### src/rtl/lag_measure_ctrl_if.sv
// rtl/lag_measure_ctrl_if.sv - start/sensor/counter/result bundle for lag_measure_ctrl
interface lag_measure_ctrl_if;
  logic        start;
  logic        sensor_in;
  logic [23:0] cnt_bcd;
  logic        cnt_trigger;
  logic        cnt_reset;
  logic        flash_out;
  logic        busy;
  logic [23:0] result_bcd;
  logic        result_valid;
  logic        result_timeout;
  logic        result_ack;

  modport master (
    output start, sensor_in, cnt_bcd, result_ack,
    input  cnt_trigger, cnt_reset, flash_out, busy,
    input  result_bcd, result_valid, result_timeout
  );

  modport slave (
    input  start, sensor_in, cnt_bcd, result_ack,
    output cnt_trigger, cnt_reset, flash_out, busy,
    output result_bcd, result_valid, result_timeout
  );
endinterface

### src/rtl/lag_measure_ctrl.sv
// rtl/lag_measure_ctrl.sv - sequences one flash-to-sensor latency measurement on an external BCD counter
module lag_measure_ctrl #(
  parameter int TICK_DIV      = 2700,
  parameter int TIMEOUT_TICKS = 5000,
  parameter int HOLDOFF_TICKS = 1000
) (
  input logic              clk,
  input logic              reset,
  lag_measure_ctrl_if.slave bus
);

  localparam int PW = $clog2(TICK_DIV);

  if (TICK_DIV < 2) begin : g_bad_div
    $error("lag_measure_ctrl: TICK_DIV must be >= 2");
  end
  if (TIMEOUT_TICKS > 999999) begin : g_bad_timeout
    $error("lag_measure_ctrl: TIMEOUT_TICKS must be <= 999999");
  end

  typedef enum logic [2:0] {
    S_IDLE, S_CLEAR, S_COUNT, S_SETTLE, S_CAPTURE, S_HOLDOFF
  } state_t;

  state_t        state_q, state_d;
  logic          clr_cnt_q, clr_cnt_d;
  logic [PW-1:0] presc_q, presc_d;
  logic [19:0]   tick_q, tick_d;
  logic          timeout_flag_q, timeout_flag_d;
  logic          cnt_trigger_q, cnt_trigger_d;
  logic          cnt_reset_q, cnt_reset_d;
  logic          sync1_q, sync1_d;
  logic          sync2_q, sync2_d;
  logic          sync_prev_q, sync_prev_d;
  logic [23:0]   result_bcd_q, result_bcd_d;
  logic          result_valid_q, result_valid_d;
  logic          result_timeout_q, result_timeout_d;

  logic          wrap;
  logic [19:0]   tick_inc;
  logic          sensor_edge;

  always_comb begin
    state_d          = state_q;
    clr_cnt_d        = clr_cnt_q;
    presc_d          = presc_q;
    tick_d           = tick_q;
    timeout_flag_d   = timeout_flag_q;
    cnt_trigger_d    = 1'b0;
    sync1_d          = bus.sensor_in;
    sync2_d          = sync1_q;
    sync_prev_d      = sync2_q;
    result_bcd_d     = result_bcd_q;
    result_valid_d   = result_valid_q;
    result_timeout_d = result_timeout_q;

    wrap        = (presc_q == PW'(TICK_DIV - 1));
    tick_inc    = tick_q + 20'd1;
    sensor_edge = sync2_q & ~sync_prev_q;

    if (bus.result_ack) begin
      result_valid_d = 1'b0;
    end

    case (state_q)
      S_IDLE: begin
        if (bus.start) begin
          state_d          = S_CLEAR;
          clr_cnt_d        = 1'b0;
          result_valid_d   = 1'b0;
          result_timeout_d = 1'b0;
        end
      end
      S_CLEAR: begin
        presc_d        = '0;
        tick_d         = '0;
        timeout_flag_d = 1'b0;
        clr_cnt_d      = 1'b1;
        if (clr_cnt_q) begin
          state_d = S_COUNT;
        end
      end
      S_COUNT: begin
        presc_d = wrap ? '0 : presc_q + PW'(1);
        if (wrap) begin
          cnt_trigger_d = 1'b1;
          tick_d        = tick_inc;
        end
        // A sensor edge beats a timeout landing in the same cycle.
        if (sensor_edge) begin
          state_d = S_SETTLE;
        end else if (wrap && tick_inc == 20'(TIMEOUT_TICKS)) begin
          state_d        = S_SETTLE;
          timeout_flag_d = 1'b1;
        end
      end
      S_SETTLE: begin
        state_d = S_CAPTURE;
      end
      S_CAPTURE: begin
        result_bcd_d     = bus.cnt_bcd;
        result_timeout_d = timeout_flag_q;
        result_valid_d   = 1'b1;
        presc_d          = '0;
        tick_d           = '0;
        state_d          = S_HOLDOFF;
      end
      S_HOLDOFF: begin
        presc_d = wrap ? '0 : presc_q + PW'(1);
        if (wrap) begin
          tick_d = tick_inc;
          if (tick_inc == 20'(HOLDOFF_TICKS)) begin
            state_d = S_IDLE;
          end
        end
      end
      default: begin
        state_d = S_IDLE;
      end
    endcase

    cnt_reset_d = (state_d == S_CLEAR);
  end

  always_ff @(posedge clk or posedge reset) begin
    if (reset) begin
      state_q          <= S_IDLE;
      clr_cnt_q        <= 1'b0;
      presc_q          <= '0;
      tick_q           <= '0;
      timeout_flag_q   <= 1'b0;
      cnt_trigger_q    <= 1'b0;
      cnt_reset_q      <= 1'b1;
      sync1_q          <= 1'b0;
      sync2_q          <= 1'b0;
      sync_prev_q      <= 1'b0;
      result_bcd_q     <= '0;
      result_valid_q   <= 1'b0;
      result_timeout_q <= 1'b0;
    end else begin
      state_q          <= state_d;
      clr_cnt_q        <= clr_cnt_d;
      presc_q          <= presc_d;
      tick_q           <= tick_d;
      timeout_flag_q   <= timeout_flag_d;
      cnt_trigger_q    <= cnt_trigger_d;
      cnt_reset_q      <= cnt_reset_d;
      sync1_q          <= sync1_d;
      sync2_q          <= sync2_d;
      sync_prev_q      <= sync_prev_d;
      result_bcd_q     <= result_bcd_d;
      result_valid_q   <= result_valid_d;
      result_timeout_q <= result_timeout_d;
    end
  end

  assign bus.cnt_trigger    = cnt_trigger_q;
  assign bus.cnt_reset      = cnt_reset_q;
  assign bus.flash_out      = (state_q == S_COUNT) || (state_q == S_SETTLE);
  assign bus.busy           = (state_q != S_IDLE);
  assign bus.result_bcd     = result_bcd_q;
  assign bus.result_valid   = result_valid_q;
  assign bus.result_timeout = result_timeout_q;

endmodule

### src/flat_wrapper.sv
// flat-port wrapper written by rule: the top's interface ports become plain ports
module lag_measure_ctrl_flat 
#(
  parameter int TICK_DIV      = 2700,
  parameter int TIMEOUT_TICKS = 5000,
  parameter int HOLDOFF_TICKS = 1000
)
  (clk, reset, bus_start, bus_sensor_in, bus_cnt_bcd, bus_result_ack, bus_cnt_trigger, bus_cnt_reset, bus_flash_out, bus_busy, bus_result_bcd, bus_result_valid, bus_result_timeout);
  lag_measure_ctrl_if bus_i ();
  input logic clk;
  input logic reset;
  input wire logic [$bits(bus_i.start)-1:0] bus_start;
  input wire logic [$bits(bus_i.sensor_in)-1:0] bus_sensor_in;
  input wire logic [$bits(bus_i.cnt_bcd)-1:0] bus_cnt_bcd;
  input wire logic [$bits(bus_i.result_ack)-1:0] bus_result_ack;
  output wire logic [$bits(bus_i.cnt_trigger)-1:0] bus_cnt_trigger;
  output wire logic [$bits(bus_i.cnt_reset)-1:0] bus_cnt_reset;
  output wire logic [$bits(bus_i.flash_out)-1:0] bus_flash_out;
  output wire logic [$bits(bus_i.busy)-1:0] bus_busy;
  output wire logic [$bits(bus_i.result_bcd)-1:0] bus_result_bcd;
  output wire logic [$bits(bus_i.result_valid)-1:0] bus_result_valid;
  output wire logic [$bits(bus_i.result_timeout)-1:0] bus_result_timeout;
  assign bus_i.start = bus_start;
  assign bus_i.sensor_in = bus_sensor_in;
  assign bus_i.cnt_bcd = bus_cnt_bcd;
  assign bus_i.result_ack = bus_result_ack;
  assign bus_cnt_trigger = bus_i.cnt_trigger;
  assign bus_cnt_reset = bus_i.cnt_reset;
  assign bus_flash_out = bus_i.flash_out;
  assign bus_busy = bus_i.busy;
  assign bus_result_bcd = bus_i.result_bcd;
  assign bus_result_valid = bus_i.result_valid;
  assign bus_result_timeout = bus_i.result_timeout;
  lag_measure_ctrl #(.TICK_DIV(TICK_DIV), .TIMEOUT_TICKS(TIMEOUT_TICKS), .HOLDOFF_TICKS(HOLDOFF_TICKS)) u_core (.clk(clk), .reset(reset), .bus(bus_i));
endmodule
### config.mk
export PLATFORM = sky130hd
export DESIGN_NAME = lag_measure_ctrl_flat
export DESIGN_NICKNAME = d
export VERILOG_FILES = /design/src/rtl/lag_measure_ctrl_if.sv /design/src/rtl/lag_measure_ctrl.sv /design/src/flat_wrapper.sv
export SDC_FILE = /design/constraint.sdc
export NUM_CORES = 1
export LEC_CHECK = 0
export ABC_AREA = 1
export BUFFER_PORTS_ARGS = -buffer_cell sky130_fd_sc_hd__buf_2
export CAP_MARGIN = 10
export CORE_AREA = 3 3 111 87
export DETAILED_ROUTE_END_ITERATION = 10
export DIE_AREA = 0 0 114 90
export HOLD_SLACK_MARGIN = 0.03
export PLACE_DENSITY = 0.64
export SLEW_MARGIN = 20
export SYNTH_ARGS = -nofsm -noshare
export SYNTH_HDL_FRONTEND = slang
export SYNTH_SLANG_ARGS = --single-unit
### constraint.sdc
create_clock -name clk -period 2.3 [get_ports clk]
set_input_delay 0.46 -clock clk [delete_from_list [all_inputs] [get_ports clk]]
set_output_delay 0.46 -clock clk [all_outputs]
set_load 0.02 [all_outputs]
* After elaboration in Yosys (flattened, before gate mapping) *
Cells that the tools add are included.

word-level totals
  register bits = 68
  output and inout port bits = 30
  logic and storage cells = 66
  input port bits = 29

cells by class
  equality and inequality tests = 13
  reduce and logical (&&, ||, !) cells = 14
  add/subtract/negate cells = 2
  multiplexer cells = 22
  bitwise gates (word level) = 2

operators with widths
  kind                                                               number
  20-bit one-hot mux with 2 select lines                             1
  12-bit one-hot mux with 2 select lines                             1
  20-bit by 1-bit adder with 20-bit output, second input constant    1
  20-bit by 10-bit == test with 1-bit output, second input constant  1
  20-bit by 13-bit == test with 1-bit output, second input constant  1
  20-bit two-way mux                                                 1
  3-bit two-way mux                                                  6
  3-bit one-hot mux with 6 select lines                              1
  12-bit by 1-bit adder with 12-bit output, second input constant    1
  12-bit == test, second input constant                              1
  12-bit two-way mux                                                 1
  1-bit one-hot mux with 2 select lines                              4
  2-bit nonzero test                                                 4
  1-bit two-way mux                                                  7
  3-bit by 1-bit == test with 1-bit output, second input constant    2
  3-bit by 2-bit == test with 1-bit output, second input constant    2
  3-bit == test, second input constant                               2
  2-bit AND reduction                                                3
  2-bit by 1-bit != test with 1-bit output, second input constant    2
  2-bit != test, second input constant                               2
  2-bit OR reduction                                                 2
  3-bit logical NOT                                                  1
  3-bit AND reduction                                                1
  3-bit nonzero test                                                 1
  other kinds (4)                                                    4

* Logic depth before layout (Yosys ltp) *
  word-level depth = 7
  gate-level depth with buffers = 14
  depth with buffers taken out = 14

* Least setup slack after synthesis *
No wires, ideal clock.

  path type = register to register
  from = register u_core.tick_q[0]
  to = register u_core.state_q[0]
  data arrival time = 1609 ps
  data required time = 2179 ps
  clock period less this slack = 1730 ps
  setup time = 121 ps
  stages on the path, launching flop included = 13
  buffers on the path = 0
  slack = 570 ps
  cell sequence = dfrtp_1 -> ha_1 -> nand2_2 -> nor2_4 -> nand2_2 -> nor2_1 -> nand2_1 -> nand2_2 -> nand3_2 -> nor2_4 -> nand3_2 -> a21oi_1 -> nand2_1

between the ends
  cells in the longest elaborated chain, start to end = 6
  elaborated cells on any way between the ends = 9
  those cells by class = 1 x add/sub; 2 x eq/ne; 5 x mux; 1 x reduce/logical

RTL lines
  element                                       line                     source
  from (decl)                                   lag_measure_ctrl.sv:28   logic [19:0] tick_q, tick_d;
  from (signal assigned)                        lag_measure_ctrl.sv:144  tick_q <= tick_d;
  20-bit by 1-bit adder with 20-bit output (*)  lag_measure_ctrl.sv:58   tick_inc = tick_q + 20'd1;
  20-bit by 13-bit == test with 1-bit output    lag_measure_ctrl.sv:92   end else if (wrap && tick_inc == 20'(TIMEOUT_TICKS)) begin
  1-bit logical AND                             lag_measure_ctrl.sv:92
  3-bit two-way mux                             lag_measure_ctrl.sv:92
  3-bit two-way mux                             lag_measure_ctrl.sv:90   if (sensor_edge) begin
  3-bit one-hot mux with 6 select lines (*)     lag_measure_ctrl.sv:65   case (state_q)
  via u_core.state_d[0]                         lag_measure_ctrl.sv:25   state_t state_q, state_d;
  to (signal assigned)                          lag_measure_ctrl.sv:141  state_q <= state_d;
  to (decl)                                     lag_measure_ctrl.sv:25

The timed path passes the listed nets; every way through them passes the cells marked *.
A chain may end at the register's enable or synchronous reset.

* Worst setup path after layout *
Ends and elaborated chain as after synthesis.

==> impl_metrics.tcl <==
set metrics [dict create \
    status "finished, final reports clean" \
    drt-initial-drc-count 158 \
    final_area_um2 4230 \
    dpl_cell_area_um2 3890 \
    relSlewSlack_pct 66.5 \
    synthTopCellsByArea "dfrtp_1 (49%), nand2_1 (10%), mux2_2 (7.9%)" \
    cts_hold_buf 0 \
    hpwlAfterDp_um 5930 \
    core_um2 8490 \
    cpPeakStageDelay_ps 440 \
    clk_pin_slew_ps 50 \
    grt_max_degree 37 \
    clk_path_buf_depth 2 \
    die_w_um 114 \
    grt_use_total_pct 16.5 \
    overflow 0 \
    worst-setup-path-type "flip-flop to flip-flop" \
    cts_max_level 3 \
    timing.rr.start "u_core.tick_q[0]" \
    arrival_ps 2250 \
    ys_seq_area_share_pct 49.7 \
    synthesis.area_um2 3430 \
    max_slew.worst_pin.slew_ps 502 \
    synth_edf_count 0 \
    cts_buffers 9 \
    drc 0 \
    synth_top_cell_area_share_pct 48.9 \
    period_needed_ps 2040 \
    cts_tree "done" \
    synth.net_count 420 \
    critical-path-slowest-cell "dfrtp_1" \
    synth_ff_type "dfrtp_1" \
    drv_cap 0 \
    grt_pass1_wl_um 13600 \
    grt_setup_unrepaired "no" \
    vias_per_cell 4.99 \
    finish.net_count 489 \
    drt.antenna.violating_nets 0 \
    first_pass_iters 5 \
    yosysWarnings 0 \
    ir_drop_v 0.000849 \
    start_kind "flip-flop" \
    reg2reg_setup_slack_ps 260 \
    worstHoldPathType "input port to asynchronous set/reset pin" \
    grt_pass1_vias 2725 \
    num_rows 29 \
    drive_gt1_share_pct 31.3 \
    power.leakage_nw 1.93 \
    setup-tns-final_ps 0 \
    syn_inst 389 \
    ys_top_cells_by_count "nand2_1 (93), dfrtp_1 (67), nor2_1 (46)" \
    clock-sinks 68 \
    endpoint_kind "flip-flop" \
    p_per_area_nw_per_um2 1160 \
    cts_root_buffer "clkbuf_16" \
    cp_max_fo 7 \
    io_buffers 58 \
    vias 2848 \
    r2r_end "u_core.state_q[0]" \
    cp_data_required_time_ps 2510 \
    synth_area_leader_cell "dfrtp_1" \
    hold_viol_final 0 \
    min_period_over_period_pct 88.8 \
    antenna_found_initial 0 \
    slew_viol_final 0 \
    place_congestion 0.900 \
    clk_latency_ps 330 \
    dieArea_um2 10300 \
    nFillCells 810 \
    wl_per_cell_um 13.7 \
    crit_chain "ha_1 > nand2_2 > nor2_4 > nand2_2 > xor2_1 > nor2_1 > nand2_1 > nor2_1 > nand3_2 > a21oi_1 > nand2_1" \
    yosysMostFrequentCell "nand2_1" \
    wl_um 7820 \
    antenna_cells 0 \
    fmax_mhz 490 \
    finalSetupViolCount 0 \
    finalClockSkew_ps 9.43 \
    ys_ff_latch 68 \
    async_reset_ff_share_pct 100 \
    rr_worst_depth 11 \
    initial_core_util_pct 40.4 \
    synth_area_per_cell_um2 8.81 \
    ioPinCount 59 \
    ys_types 37 \
    dieHeight_um 90 \
    syn2layout_area_growth_pct 23.3 \
]
worst max-delay path, delay by kind of cell (launching register included):
family,cells,cell delay [ps]
xor+xnor,1,170
flops,1,440
fa+ha+maj,1,240
compound gates,1,140
simple gates,8,930
cells in the final DEF (no fill, tap or decap), types with 2 or more instances in the layout:
master,instances
bufinv_16,2
nand2_2,6
inv_2,11
o21ai_0,10
buf_4,4
nand3_1,20
ha_1,2
nor2_2,5
a21oi_1,11
clkbuf_8,3
dfrtp_1,67
o22ai_1,11
nand4_1,7
clkbuf_16,9
nand2_1,93
nor2_1,45
nor2_4,6
mux2_2,24
inv_1,32
buf_12,2
xor2_1,5
nor3_2,3
nand3_2,4
clkinv_2,2
buf_2,58
o21ai_1,5
nor3_1,2
what timing repair did:
item | 4_1_cts | 5_1_grt
resized for setup | 0 | 1
hold endpoints to repair | 0 | 0
endpoints found under the setup margin | 0 | 1
buffers inserted | 0 | 0
sequential cells by signal, summed over array words and instances, names as in the netlist:
signal                     count
u_core.state_q                 3
u_core.sync_prev_q             1
u_core.presc_q                12
u_core.bus.cnt_trigger         1
u_core.bus.result_bcd         24
u_core.clr_cnt_q               1
u_core.tick_q                 20
u_core.sync1_q                 1
u_core.bus.result_timeout      1
u_core.sync2_q                 1
u_core.timeout_flag_q          1
u_core.bus.result_valid        1
u_core.bus.cnt_reset           1
per-layer routing:
metal	part of all wire, %	wire, um	vias up	global-route usage (%)
met5	0	0	-	0
met4	1.0	78	0	4.15
met3	7.4	579	6	6.11
met2	42	3280	69	22.0
met1	50	3880	1356	25.0
li1	-	-	1417	-
power breakdown:
part	switching [W]	internal (W)	leakage, nW
registers	0.000173	0.00150	0.874
clock network	0.000495	0.00103	0.169
logic	0.00105	0.000654	0.890
metrics by stage:
| stage | setup slack, ps | util, % | hold slack [ps] | instances | power, W |
|---|---|---|---|---|---|
| floorplan | 130 | - | 331 | 389 | 0.00285 |
| global placement | 355 | 45.8 | 342 | 555 | 0.00337 |
| detailed placement | 316 | 45.8 | 341 | 555 | 0.00341 |
| CTS | 299 | 49.8 | 174 | 571 | 0.00496 |
| global route | 37.8 | 49.8 | 191 | 571 | 0.00516 |
| finish | 258 | 49.8 | 154 | 571 | 0.00490 |
how the worst max path moves through the flow:
stage | startpoint | slack (ps) | depth (start not counted) | end
after floorplan | reset | 130 | 1 | u_core.bus.cnt_trigger
after global placement | u_core.tick_q[0] | 350 | 11 | u_core.state_q[0]
after detailed placement | u_core.tick_q[0] | 320 | 11 | u_core.state_q[0]
after CTS | u_core.tick_q[0] | 300 | 11 | u_core.state_q[0]
after global routing | u_core.tick_q[0] | 40 | 12 | u_core.state_q[0]
final | u_core.tick_q[0] | 260 | 11 | u_core.state_q[0]
cell families (layout without fill, tap and decap cells):
| family | count (synthesis) | after routing | synth area share, % |
|---|---|---|---|
| mux | 24 | 24 | 7.88 |
| flops | 68 | 68 | 49.7 |
| fa+ha+maj | 2 | 2 | 0.730 |
| compound gates | 44 | 44 | 7.48 |
| simple gates | 196 | 196 | 27.1 |
| xor+xnor | 5 | 5 | 1.28 |
| buf+inv | 50 | 124 | 5.84 |
cell type report:
cell class | instances | area [um^2] | share of cell area (%)
clock buffers | 12 | 267 | 6.30
clock inverters | 4 | 70.1 | 1.66
inverters | 44 | 165 | 3.91
multi-input cells | 271 | 1530 | 36.1
flip-flops and latches | 68 | 1700 | 40.3
well taps | 108 | 135 | 3.20
repair buffers | 64 | 360 | 8.52
(Power assumes the default switching activity.)
